--- config.mk ---
export PLATFORM = sky130hd
export DESIGN_NAME = color_selector_wrapper
export DESIGN_NICKNAME = d
export VERILOG_FILES = /design/src/rtl/color_sel_pkg.sv /design/src/rtl/color_selector_wrapper_pb_edge_detect.sv /design/src/rtl/color_selector_wrapper.sv
export SDC_FILE = /design/constraint.sdc
export NUM_CORES = 1
export LEC_CHECK = 0
export ABC_AREA = 0
export CAP_MARGIN = 20
export CORE_ASPECT_RATIO = 1.25
export CORE_UTILIZATION = 48
export CTS_BUF_LIST = sky130_fd_sc_hd__clkbuf_16
export DETAILED_ROUTE_END_ITERATION = 10
export GPL_TIMING_DRIVEN = 0
export HOLD_SLACK_MARGIN = 0.12
export PLACE_DENSITY = 0.91
export SETUP_SLACK_MARGIN = 0.02
export SYNTH_ARGS = -nofsm -noshare
export SYNTH_HDL_FRONTEND = slang
export SYNTH_SLANG_ARGS = --single-unit
--- constraint.sdc ---
create_clock -name CLK -period 9.27 [get_ports CLK]
set_clock_uncertainty 0.15 [all_clocks]
set_input_delay 1.854 -clock CLK [delete_from_list [all_inputs] [get_ports CLK]]
set_output_delay 1.854 -clock CLK [all_outputs]
set_load 0.005 [all_outputs]
--- src/rtl/color_sel_pkg.sv ---
// Package: color_sel_pkg
// Shared types and constants for the RGB colour selector.
//   channel_e    : channel selector encoding (R=0, G=1, B=2; 3 is never used)
//   OLED_*       : panel geometry and last-pixel coordinates for the scan counters
//   CMD_*        : ASCII command bytes accepted on the UART receive path
//   next_channel : R -> G -> B -> R rotation
//   step_sat     : saturating step of one 8-bit channel by the DIP step size
package color_sel_pkg;

  typedef enum logic [1:0] {
    CH_R = 2'd0,
    CH_G = 2'd1,
    CH_B = 2'd2
  } channel_e;

  localparam int OLED_COLS = 96;
  localparam int OLED_ROWS = 64;
  localparam logic [6:0] COL_LAST = 7'(OLED_COLS - 1);
  localparam logic [5:0] ROW_LAST = 6'(OLED_ROWS - 1);

  localparam logic [7:0] CMD_R   = 8'h52;  // 'R'
  localparam logic [7:0] CMD_G   = 8'h47;  // 'G'
  localparam logic [7:0] CMD_B   = 8'h42;  // 'B'
  localparam logic [7:0] CMD_INC = 8'h2B;  // '+'
  localparam logic [7:0] CMD_DEC = 8'h2D;  // '-'

  function automatic channel_e next_channel(input channel_e c);
    case (c)
      CH_R:    return CH_G;
      CH_G:    return CH_B;
      default: return CH_R;
    endcase
  endfunction

  // A step size of zero means one. The 9th bit is the carry (inc) or the
  // borrow (dec), so it flags exactly the cases that must clamp.
  function automatic logic [7:0] step_sat(input logic [7:0] v,
                                          input logic [7:0] dip,
                                          input logic       up);
    logic [8:0] s;
    logic [8:0] r;
    s = (dip == 8'd0) ? 9'd1 : {1'b0, dip};
    if (up) begin
      r = {1'b0, v} + s;
      return r[8] ? 8'hFF : r[7:0];
    end else begin
      r = {1'b0, v} - s;
      return r[8] ? 8'h00 : r[7:0];
    end
  endfunction

endpackage

--- src/rtl/color_selector_wrapper_pb_edge_detect.sv ---
// Module: pb_edge_detect
// Two-flop synchroniser followed by a rising-edge detector, per bit.
//   clk, rst_n : clock, asynchronous active-low reset
//   d_i[N]     : raw asynchronous inputs (active-high)
//   rise_o[N]  : one-cycle pulse, asserted in the second cycle after d_i rises
//                so the consumer's register updates on the third edge
module pb_edge_detect #(
  parameter int N = 3
) (
  input  logic         clk,
  input  logic         rst_n,
  input  logic [N-1:0] d_i,
  output logic [N-1:0] rise_o
);

  logic [N-1:0] meta_q;
  logic [N-1:0] sync_q;
  logic [N-1:0] prev_q;

  // NOTE: clocked state uses non-blocking assignments so every flop samples
  // the pre-edge value of its neighbour; blocking here would collapse the
  // synchroniser chain into a single stage.
  always_ff @(posedge clk or negedge rst_n) begin
    if (!rst_n) begin
      meta_q <= '0;
      sync_q <= '0;
      prev_q <= '0;
    end else begin
      meta_q <= d_i;
      sync_q <= meta_q;
      prev_q <= sync_q;
    end
  end

  // High for exactly one cycle per press however long the button is held.
  assign rise_o = sync_q & ~prev_q;

endmodule

--- src/rtl/color_selector_wrapper.sv ---
// Module: color_selector_wrapper
// Board wrapper for a hardwired RGB colour selector. PB[2] increments and
// PB[0] decrements the selected channel by the DIP[7:0] step (0 -> 1) with
// saturation; PB[1] rotates the selection R->G->B. The colour is shown on
// LED_OUT (selected channel), LED_PC (one-hot selection), SEVENSEGHEX
// ({6'b0, sel, R, G, B}) and is painted over the full 96x64 OLED every frame.
// Optional build macro COLOR_UART_EN: report each change over UART_TX with a
// held valid, and accept 'R'/'G'/'B'/'+'/'-' commands on UART_RX. Without
// the macro the UART outputs are held at zero and UART_RX is ignored.
// ACCEL_Data is ignored and ACCEL_DReady is tied low.
module color_selector_wrapper
  import color_sel_pkg::*;
#(
  parameter int N_LEDs_OUT = 8,
  parameter int N_DIPs     = 16,
  parameter int N_PBs      = 3
) (
  input  logic                  CLK,
  input  logic                  RESET,
  input  logic [N_DIPs-1:0]     DIP,
  input  logic [N_PBs-1:0]      PB,
  output logic [N_LEDs_OUT-1:0] LED_OUT,
  output logic [6:0]            LED_PC,
  output logic [31:0]           SEVENSEGHEX,
  output logic [7:0]            UART_TX,
  input  logic                  UART_TX_ready,
  output logic                  UART_TX_valid,
  input  logic [7:0]            UART_RX,
  input  logic                  UART_RX_valid,
  output logic                  UART_RX_ack,
  output logic                  OLED_Write,
  output logic [6:0]            OLED_Col,
  output logic [5:0]            OLED_Row,
  output logic [23:0]           OLED_Data,
  input  logic [31:0]           ACCEL_Data,
  output logic                  ACCEL_DReady
);

  logic [N_PBs-1:0] pb_rise;
  logic             inc_pb, next_pb, dec_pb;

  pb_edge_detect #(.N(N_PBs)) u_pb_edge (
    .clk    (CLK),
    .rst_n  (RESET),
    .d_i    (PB),
    .rise_o (pb_rise)
  );

  assign inc_pb  = pb_rise[2];
  assign next_pb = pb_rise[1];
  assign dec_pb  = pb_rise[0];

  // Channel storage indexed by channel_e: [0]=R, [1]=G, [2]=B.
  logic [2:0][7:0] ch_q, ch_d;
  channel_e        sel_q, sel_d;
  logic [7:0]      led_out_q;
  logic [6:0]      led_pc_q;
  logic            do_inc, do_dec;
  logic            rx_accept;

  always_comb begin
    // NOTE: every signal gets a default before any branch; a path that left
    // one unassigned would infer a latch.
    ch_d   = ch_q;
    sel_d  = sel_q;
    do_inc = 1'b0;
    do_dec = 1'b0;
    // A next edge swallows any inc/dec edge in the same cycle, and inc+dec
    // together cancel. Any button edge also blocks a UART command that cycle.
    if (next_pb) begin
      sel_d = next_channel(sel_q);
    end else if (inc_pb || dec_pb) begin
      do_inc = inc_pb & ~dec_pb;
      do_dec = dec_pb & ~inc_pb;
    end else if (rx_accept) begin
      case (UART_RX)
        CMD_R:   sel_d  = CH_R;
        CMD_G:   sel_d  = CH_G;
        CMD_B:   sel_d  = CH_B;
        CMD_INC: do_inc = 1'b1;
        CMD_DEC: do_dec = 1'b1;
        default: ;
      endcase
    end
    if (do_inc) ch_d[sel_q] = step_sat(ch_q[sel_q], DIP[7:0], 1'b1);
    if (do_dec) ch_d[sel_q] = step_sat(ch_q[sel_q], DIP[7:0], 1'b0);
  end

  always_ff @(posedge CLK or negedge RESET) begin
    if (!RESET) begin
      ch_q      <= '0;
      sel_q     <= CH_R;
      led_out_q <= '0;
      led_pc_q  <= 7'h01;
    end else begin
      ch_q      <= ch_d;
      sel_q     <= sel_d;
      led_out_q <= ch_d[sel_d];
      led_pc_q  <= {4'b0, sel_d == CH_B, sel_d == CH_G, sel_d == CH_R};
    end
  end

  assign LED_OUT     = N_LEDs_OUT'(led_out_q);
  assign LED_PC      = led_pc_q;
  assign SEVENSEGHEX = {6'b0, sel_q, ch_q[CH_R], ch_q[CH_G], ch_q[CH_B]};

`ifdef COLOR_UART_EN
  logic [7:0] tx_q;
  logic       tx_valid_q;
  logic       rx_ack_q;
  logic       changed;

  // Accept on alternate cycles so a source holding valid until it sees the
  // ack is not taken twice.
  assign rx_accept = UART_RX_valid & ~rx_ack_q;
  assign changed   = (ch_d != ch_q) || (sel_d != sel_q);

  always_ff @(posedge CLK or negedge RESET) begin
    if (!RESET) begin
      tx_q       <= '0;
      tx_valid_q <= 1'b0;
      rx_ack_q   <= 1'b0;
    end else begin
      rx_ack_q <= rx_accept;
      // A newer change overwrites a pending byte and keeps valid asserted.
      if (changed) begin
        tx_q       <= ch_d[sel_d];
        tx_valid_q <= 1'b1;
      end else if (UART_TX_ready) begin
        tx_valid_q <= 1'b0;
      end
    end
  end

  assign UART_TX       = tx_q;
  assign UART_TX_valid = tx_valid_q;
  assign UART_RX_ack   = rx_ack_q;
`else
  assign rx_accept     = 1'b0;
  assign UART_TX       = '0;
  assign UART_TX_valid = 1'b0;
  assign UART_RX_ack   = 1'b0;

  logic unused_uart;
  assign unused_uart = ^{UART_RX, UART_RX_valid, UART_TX_ready};
`endif

  // Raster scan: write_q rises on the first edge after reset, and the
  // counters only advance while it is high so pixel (0,0) is written first.
  logic       write_q;
  logic [6:0] col_q;
  logic [5:0] row_q;

  always_ff @(posedge CLK or negedge RESET) begin
    if (!RESET) begin
      write_q <= 1'b0;
      col_q   <= '0;
      row_q   <= '0;
    end else begin
      write_q <= 1'b1;
      if (write_q) begin
        if (col_q == COL_LAST) begin
          col_q <= '0;
          row_q <= (row_q == ROW_LAST) ? 6'd0 : row_q + 6'd1;
        end else begin
          col_q <= col_q + 7'd1;
        end
      end
    end
  end

  assign OLED_Write   = write_q;
  assign OLED_Col     = col_q;
  assign OLED_Row     = row_q;
  assign OLED_Data    = {ch_q[CH_R], ch_q[CH_G], ch_q[CH_B]};
  assign ACCEL_DReady = 1'b0;

  logic unused_inputs;
  assign unused_inputs = ^{DIP[N_DIPs-1:8], ACCEL_Data};

endmodule

== Yosys cells after proc, flatten, opt, wreduce, memory -nomap -nowiden ==
Cells that the tools add are included.

* Input bits: 63
* Flip-flop bits (word level): 60
* Logic and storage cells: 59
* Output and inout bits: 96

* Order comparisons: 3
* $add $sub $neg: 4
* Mux-type cells: 23
* Bitwise logic cells: 6
* Equal/unequal tests: 5
* Reductions and logical operators: 6

{| class="wikitable"
|+ Operator list
! operator !! number
|-
| 2-to-1 mux 8 bit || 8
|-
| bitwise mux 24 bit || 2
|-
| 2-to-1 mux 24 bit || 2
|-
| binary-select mux 8 bit (select 2 bit) || 2
|-
| demux 8 bit (select 2 bit) || 1
|-
| adder 8 x 9 -> 9 bit || 1
|-
| subtractor 8 x 8 -> 9 bit || 1
|-
| zero test 8 bit || 1
|-
| adder 7 x 1 -> 7 bit (second input constant) || 1
|-
| equality test 7 bit (second input constant) || 1
|-
| 2-to-1 mux 7 bit || 1
|-
| adder 6 x 1 -> 6 bit (second input constant) || 1
|-
| equality test 6 bit (second input constant) || 1
|-
| less-than comparator 2 x 3 -> 1 bit (second input constant) || 2
|-
| 2-to-1 mux 6 bit || 1
|-
| equality test 2 x 1 -> 1 bit (second input constant) || 2
|-
| zero test 2 bit || 2
|-
| 2-to-1 mux 1 bit || 4
|-
| one-hot mux 2 bit (2 select lines) || 1
|-
| AND 3 bit || 1
|-
| inverter 3 bit || 1
|-
| AND 1 bit || 2
|-
| equality test 2 bit (second input constant) || 1
|-
| greater-or-equal comparator 2 x 1 -> 1 bit (second input constant) || 1
|-
| 5 further kinds || 6
|}

== Logic depth before layout (Yosys ltp) ==
Gate-level depths: netlist (run 1).

* Depth in word-level cells: 13
* Gate-level depth with buffers: 15
* Depth with buffers taken out: 14

== Hierarchy ==
A second synthesis (run 1) with hierarchy kept.

* Cell total of the unflattened synthesis: 422
* Area, all modules: 3,898.7 µm²

{| class="wikitable"
|+ Modules (own cells, without submodules)
! module !! seq. area each (µm²) !! instances !! area an instance (µm²) !! cells an instance
|-
| color_selector_wrapper || 1,277.5 || 1 || 3,632.2 || 410
|-
| pb_edge_detect || 225.2 || 1 || 266.5 || 12
|}

== Worst setup path after synthesis (run 1) ==
Ideal clock, no wire load.

* Kind: in2reg
* From: input DIP[4]
* To: register led_out_q[6], in the netlist LED_OUT[6]
* Buffers on the path: 0
* Data arrival time: 4,458 ps
* Required time: 8,994 ps
* Library setup time: 126 ps
* Stages on the path: 12
* Path slack: 4,536 ps
* Cells stage by stage: nor4_1 > a41o_1 > ha_1 > inv_1 > fa_1 > a21o_1 > a2111oi_2 > mux2i_1 > nor2_1 > a221o_1 > and2_0 > a221o_1

{| class="wikitable"
|+ RTL lines
! what !! RTL line !! text
|-
| start, declared || color_selector_wrapper.sv:20 || <nowiki>input logic [N_DIPs-1:0] DIP,</nowiki>
|-
| end signal, assigned || color_selector_wrapper.sv:98 || <nowiki>led_out_q <= ch_d[sel_d];</nowiki>
|-
| end, declared || color_selector_wrapper.sv:56 || <nowiki>logic [7:0] led_out_q;</nowiki>
|}

==> flow_summary_export.csv, run 1 <==
group,metric,value,unit
routing,drc,0,
timing,hold_viol,0,
clocking,cts_resized,0,
power,power_switching,777,uW
timing,maxSlewHeadroom,26.5,%
clocking,clockRootBuffer,"clkbuf_16",
placement,dpl_cell_area,5080,um2
power,leakage,0.00242,uW
cells_and_area,final_cell_mix,"86 x clkdlybuf4s50_1, 59 x dfrtp_1, 46 x buf_4",
worst_setup_path,critical_path_arrival,5.55,ns
logic_synthesis,synth_top_area_cell,"dfrtp_1",
clocking,clock_path_buffers,2,
worst_setup_path,reg2reg_slack,4.65,ns
cells_and_area,multi_input_area,2040,um2
cells_and_area,final_layout_size_suffix_gt1_share,13.7,%
clocking,cts.sink_count,60,
clocking,htreeDepth,3,
logic_synthesis,synthFlopType,"dfrtp_1",
global_routing,grt-ovfl-total,0,
power,internal-power,1130,uW
worst_setup_path,crit_start,"DIP[4]",
global_routing,antenna_found_initial,0,
global_routing,grt_pass1_vias,3818,
worst_setup_path,cp.required,9.33,ns
floorplan,rows,36,
worst_setup_path,critPathKind,"input port to register",
clocking,clock_latency,0.33,ns
logic_synthesis,synth_area_leaders,"dfrtp_1 37%, buf_4 8.6%, ha_1 5.6%",
cells_and_area,synthToLayoutAreaGrowth,33.6,%
floorplan,die-area,8700,um2
power,swShare,40.7,%
global_routing,grt_max_degree,43,
cells_and_area,regArea,1500,um2
routing,drtPass1Iterations,5,
worst_setup_path,cp-end-kind,"register",
clocking,cts_setup_buffers,0,
global_routing,track_usage,27.6,%
worst_setup_path,crit_chain,"clkdlybuf4s50_1 -> nor4_1 -> a41o_1 -> ha_1 -> inv_1 -> fa_1 -> a21o_1 -> a2111oi_2 -> o21ai_1 -> o211a_1 -> a31o_2 -> a221o_1",
logic_synthesis,avgSynthCellArea,8.84,um2
floorplan,start_util,50.4,%
floorplan,ioPinCount,159,
cells_and_area,fin_nets,654,
logic_synthesis,ys_warn_count,0,
routing,drtAntennaViolNets,0,
timing,tns,0,ns
placement,dp_hpwl,8.63,mm
logic_synthesis,synth_seq_cells,60,
run_status,outcome,"complete, no violations",
routing,finalWirelength,11.8,mm
clocking,cts-hold-fix-buffers,0,
timing,setup_viol,0,
placement,io_buffers,87,
cells_and_area,diodes,0,
timing,clock.fmax,182,MHz
power,max-vdd-ir-drop,0.198,mV
timing,slew_violations,0,
clocking,clk_pin_slew,0.05,ns
floorplan,die-width,83.6,um
routing,num_vias,3873,
timing,period_share,59.2,%
worst_setup_path,slowest_delay,0.45,ns
power,combPwrFrac,61.3,%
job,cap_violations,0,
timing,tightest_slew,1.09,ns
worst_hold_path,hold_path_class,"register to register",
logic_synthesis,synth.top_cell.area_share,36.9,%
clocking,cts_buffers,9,
worst_setup_path,path_max_fanout,8,
placement,gp_congestion,0.888,
floorplan,die_y,104,um
logic_synthesis,netlist_area,4000,um2
timing,rsz0062_at_grt,"false",
timing,period_needed,5.48,ns
power,power.density,358,nW/um2
cells_and_area,final_cell_area,5340,um2
logic_synthesis,synth_seq_area_share,37.6,%
cells_and_area,final_common_cell,"clkdlybuf4s50_1",
power,pwr-share-clk,15.3,%
logic_synthesis,synth_edf_count,0,
clocking,tritoncts,"built",
routing,drt_iter0_markers,334,
worst_setup_path,slowest_stage,"clkdlybuf4s50_1",
routing,via_per_inst,5.77,
worst_hold_path,hold_path_startpoint,"u_pb_edge.meta_q[2]",
global_routing,grt_pass1_wl,18.7,mm
cells_and_area,n_fill_cell,633,
floorplan,core_area,7930,um2
logic_synthesis,netlist_instances,452,
power,seqPwrFrac,23.5,%
worst_setup_path,r2r_start,"sel_q[0]",
logic_synthesis,async_flop_share,100,%
logic_synthesis,synth_cell_type_count,66,
worst_setup_path,start_kind,"input port",
routing,wire_per_inst,17.5,um
## worst max-delay path: cells and delay by family
kind / cells / cell delay (ns)
and+or+nand+nor: 1 / 0.41
AOI/OAI and AO/OA: 7 / 2.18
adders and majority gates: 2 / 0.59
buffers and inverters: 2 / 0.51
## path summary, 6_finish.rpt
| kind | endpoint | cells after the start |
|---|---|---|
| max | LED_OUT[5] | 12 |
| min | u_pb_edge.sync_q[2] | 0 |
| max reg2reg | LED_OUT[5] | 11 |
| min reg2reg | u_pb_edge.sync_q[2] | 0 |
| max in group asynchronous | u_pb_edge.prev_q[1] | 2 |
| min in group asynchronous | OLED_Row[0] | 1 |
## through the flow
step                cells  setup slack (ns)  hold WS [ns]  utilization [%]  total power (uW)
CTS                   671              3.80         0.201             67.3              1900
finish                671              3.79         0.196             67.3              1910
global route          671              3.61         0.209             67.3              2030
floorplan             472              4.54         0.181                -              1110
global placement      654              3.48         0.182             63.9              1570
detailed placement    655              3.46         0.186             64.0              1600
## state kept, by name (all words and copies together), names as in the netlist, 3 cells and up
name / flops
u_pb_edge.meta_q: 3
OLED_Col: 7
u_pb_edge.sync_q: 3
LED_OUT: 8
u_pb_edge.prev_q: 3
OLED_Row: 6
OLED_Data: 24
LED_PC: 3
## synth_stat cells (5+ instances only)
library cell / number
nand3_1: 8
buf_2: 5
clkbuf_1: 18
mux2i_1: 10
xnor2_1: 8
buf_4: 46
a21oi_1: 13
a21o_1: 6
nor2_1: 29
nand2_1: 42
inv_1: 21
o21ai_0: 35
o21a_1: 6
dfrtp_1: 59
o22ai_1: 10
ha_1: 18
nor3_1: 16
and2_1: 6
nor2b_1: 8
## routing by layer
layer	vias up	global-route usage, %	routed length, um
met5	-	0	0
met2	204	47.8	6000
met4	0	16.3	463
li1	1759	-	-
met3	38	4.68	920
met1	1872	31.7	4390
## cell families (layout without fill, tap and decap cells)
| group | count (synthesis) | after routing | synth area share (%) |
|---|---|---|---|
| AND/OR/NAND/NOR | 143 | 143 | 18.2 |
| AO/OA/AOI/OAI | 114 | 114 | 19.0 |
| buffers and inverters | 91 | 195 | 13.2 |
| flip-flops | 60 | 60 | 37.6 |
| adder cells (fa/ha/maj) | 20 | 20 | 6.64 |
| XOR/XNOR | 11 | 11 | 2.41 |
| multiplexers | 11 | 11 | 2.79 |
| other | 2 | 22 | 0.188 |
## layout make-up
cell class | instances | area share (%)
Clock inverter | 7 | 0.680
Multi-Input combinational cell | 321 | 38.2
Inverter | 21 | 1.48
Sequential cell | 60 | 28.1
Clock buffer | 9 | 4.22
Buffer | 70 | 8.41
Timing Repair Buffer | 88 | 16.6
Tap cell | 95 | 2.23
## power by group through the flow
stage	Sequential [uW]	Combinational, uW	Clock, uW
after detailed placement	448	1150	0
final	448	1170	292
after CTS	446	1160	295
after global placement	444	1120	0
after floorplan	437	669	0
after global routing	460	1260	304
No activity file was read; power rests on OpenSTA's default activity.
==> inputs of run 2 (changes only) <==
--- a/config.mk
+++ b/config.mk
@@ -8,12 +8,12 @@
 export ABC_AREA = 0
 export CAP_MARGIN = 20
 export CORE_ASPECT_RATIO = 1.25
-export CORE_UTILIZATION = 48
+export CORE_UTILIZATION = 44
 export CTS_BUF_LIST = sky130_fd_sc_hd__clkbuf_16
 export DETAILED_ROUTE_END_ITERATION = 10
 export GPL_TIMING_DRIVEN = 0
 export HOLD_SLACK_MARGIN = 0.12
-export PLACE_DENSITY = 0.91
+export PLACE_DENSITY = 0.85
 export SETUP_SLACK_MARGIN = 0.02
 export SYNTH_ARGS = -nofsm -noshare
 export SYNTH_HDL_FRONTEND = slang
==> constraint.sdc (replaced) <==
create_clock -name CLK -period 5.3 [get_ports CLK]
set_clock_uncertainty 0.15 [all_clocks]
set_input_delay 1.06 -clock CLK [delete_from_list [all_inputs] [get_ports CLK]]
set_output_delay 1.06 -clock CLK [all_outputs]
set_load 0.005 [all_outputs]
==> run 2 against run 1 <==
  * Via count down 3.9%
  * Critical endpoint is now LED_OUT[6]
  * Non-clock buffer count did not move
  * Count of clock-buffer cells in the layout is the same
  * Largest power group unchanged
  * Final cell count up 3.6%
==> flow_summary_export.csv, run 2 (synthesis gave the netlist of run 1 again) <==
group,metric,value,unit
run_status,outcome,"complete, no violations",
timing,tightest_slew,1.02,ns
timing,period_share,89.4,%
routing,drc,0,
routing,drtPass1Iterations,6,
clocking,clock_path_buffers,2,
worst_setup_path,r2r-end,"LED_OUT[6]",
worst_setup_path,critPathKind,"input port to register",
floorplan,rows,38,
routing,num_vias,3721,
worst_setup_path,cp-end-kind,"register",
worst_setup_path,slowest_stage,"clkdlybuf4s50_1",
worst_setup_path,crit_path_frequent_cell,"a221o_1",
worst_hold_path,hold_end,"u_pb_edge.sync_q[0]",
routing,drtAntennaViolNets,0,
clocking,cts_setup_buffers,0,
timing,hold_viol,0,
global_routing,grt_max_degree,43,
cells_and_area,final_core_util,61.6,%
power,max-vdd-ir-drop,0.313,mV
worst_setup_path,crit_chain,"clkdlybuf4s50_1 -> nor4_1 -> a41o_1 -> ha_1 -> inv_1 -> fa_1 -> a21o_1 -> a2111oi_2 -> mux2i_1 -> nor2_1 -> a221o_1 -> and2_0 -> a221o_1",
power,power.density,623,nW/um2
clocking,cts.sink_count,60,
worst_setup_path,path_max_fanout,3,
placement,dp_hpwl,8.05,mm
floorplan,start_util,45.7,%
worst_setup_path,slowest_delay,0.45,ns
placement,io_buffers,87,
timing,tns,0,ns
job,cap_violations,0,
cells_and_area,final_cell_area,5390,um2
worst_setup_path,cp_top_family,"compound AO/OA/AOI/OAI gates",
worst_hold_path,min_path_cells,0,
clocking,clk_pin_slew,0.05,ns
global_routing,track_usage,24.0,%
cells_and_area,largest_reg_flops,24,
clocking,cts_resized,0,
timing,period_needed,4.74,ns
clocking,cts-hold-fix-buffers,0,
placement,gp_congestion,0.914,
worst_setup_path,r2r_start,"sel_q[0]",
clocking,clockRootBuffer,"clkbuf_16",
worst_setup_path,crit_buf_inv,2,
clocking,htreeDepth,3,
cells_and_area,final_cell_mix,"86 x clkdlybuf4s50_1, 59 x dfrtp_1, 46 x buf_4",
global_routing,grt-ovfl-total,0,
routing,drt_iter0_markers,323,
worst_setup_path,start_kind,"input port",
timing,setup_viol,0,
clocking,clock_latency,0.32,ns
power,leakage,0.00243,uW
placement,dpl_cell_area,5110,um2
clocking,tritoncts,"built",
cells_and_area,final_layout_size_suffix_gt1_share,13.7,%
worst_setup_path,critical_path_arrival,4.79,ns
routing,finalWirelength,10.9,mm
global_routing,antenna_found_initial,0,
cells_and_area,fin_nets,654,
cells_and_area,final_common_cell,"clkdlybuf4s50_1",
global_routing,grt_pass1_wl,17.4,mm
clocking,cts_buffers,9,
worst_hold_path,hold_path_startpoint,"u_pb_edge.meta_q[0]",
floorplan,core_area,8750,um2
worst_setup_path,cp.required,5.35,ns
floorplan,die_y,109,um
floorplan,die-width,87.3,um
cells_and_area,synthToLayoutAreaGrowth,34.9,%
cells_and_area,diodes,0,
timing,slew_violations,0,
floorplan,die-area,9470,um2
worst_setup_path,reg2reg_slack,0.75,ns
cells_and_area,n_fill_cell,752,
routing,via_per_inst,5.35,
timing,clock.fmax,211,MHz
global_routing,grt_pass1_vias,3568,
worst_hold_path,hold_path_class,"register to register",
timing,rsz0062_at_grt,"false",
timing,maxSlewHeadroom,31.6,%
routing,wire_per_inst,15.6,um
floorplan,ioPinCount,159,
worst_setup_path,r2r_cells,12,
-- run 2: changes by cell type in the layout (fill, tap and decap cells not counted) --
cell	delta
bufinv_16	+1
inv_1	-1
clkinv_2	-1
-- run 2: worst max path at each step --
stage,startpoint,end,slack [ns],depth (start not counted)
global placement,DIP[4],LED_OUT[5],0.29,12
floorplan,DIP[4],LED_OUT[6],1.36,12
finish,DIP[4],LED_OUT[6],0.56,13
detailed placement,DIP[4],LED_OUT[5],0.27,12
CTS,DIP[4],LED_OUT[5],0.57,12
global route,DIP[4],LED_OUT[6],0.40,13
-- run 2: area by class of cell --
cell class                      instances  area, um2  share of cell area [%]
Timing Repair Buffer                   88        886                    16.4
Inverter                               21       78.8                    1.46
Clock inverter                          6       57.6                    1.07
Sequential cell                        60       1500                    27.9
Clock buffer                            9        225                    4.18
Tap cell                              120        150                    2.78
Buffer                                 70        449                    8.33
Multi-Input combinational cell        321       2040                    37.9
-- run 2: per-stage QoR --
stage,std cells,power (uW),setup slack (ns),hold WS (ns)
2_1_floorplan,472,1930,1.36,0.181
3_3_place_gp,679,2730,0.287,0.183
3_5_place_dp,680,2770,0.274,0.191
4_1_cts,695,3340,0.566,0.203
5_1_grt,695,3590,0.403,0.215
6_report,695,3360,0.564,0.200
-- run 2: layer usage --
layer	vias up	global-route usage, %	wire (um)
li1	1754	-	-
met1	1730	29.5	4230
met2	207	41.4	5550
met3	30	2.98	746
met4	0	11.9	325
met5	-	0	0
-- run 2: report_power, final --
part,internal (uW),total [uW],switching [uW]
registers,623,792,169
logic,1050,2020,970
clock network,356,552,195
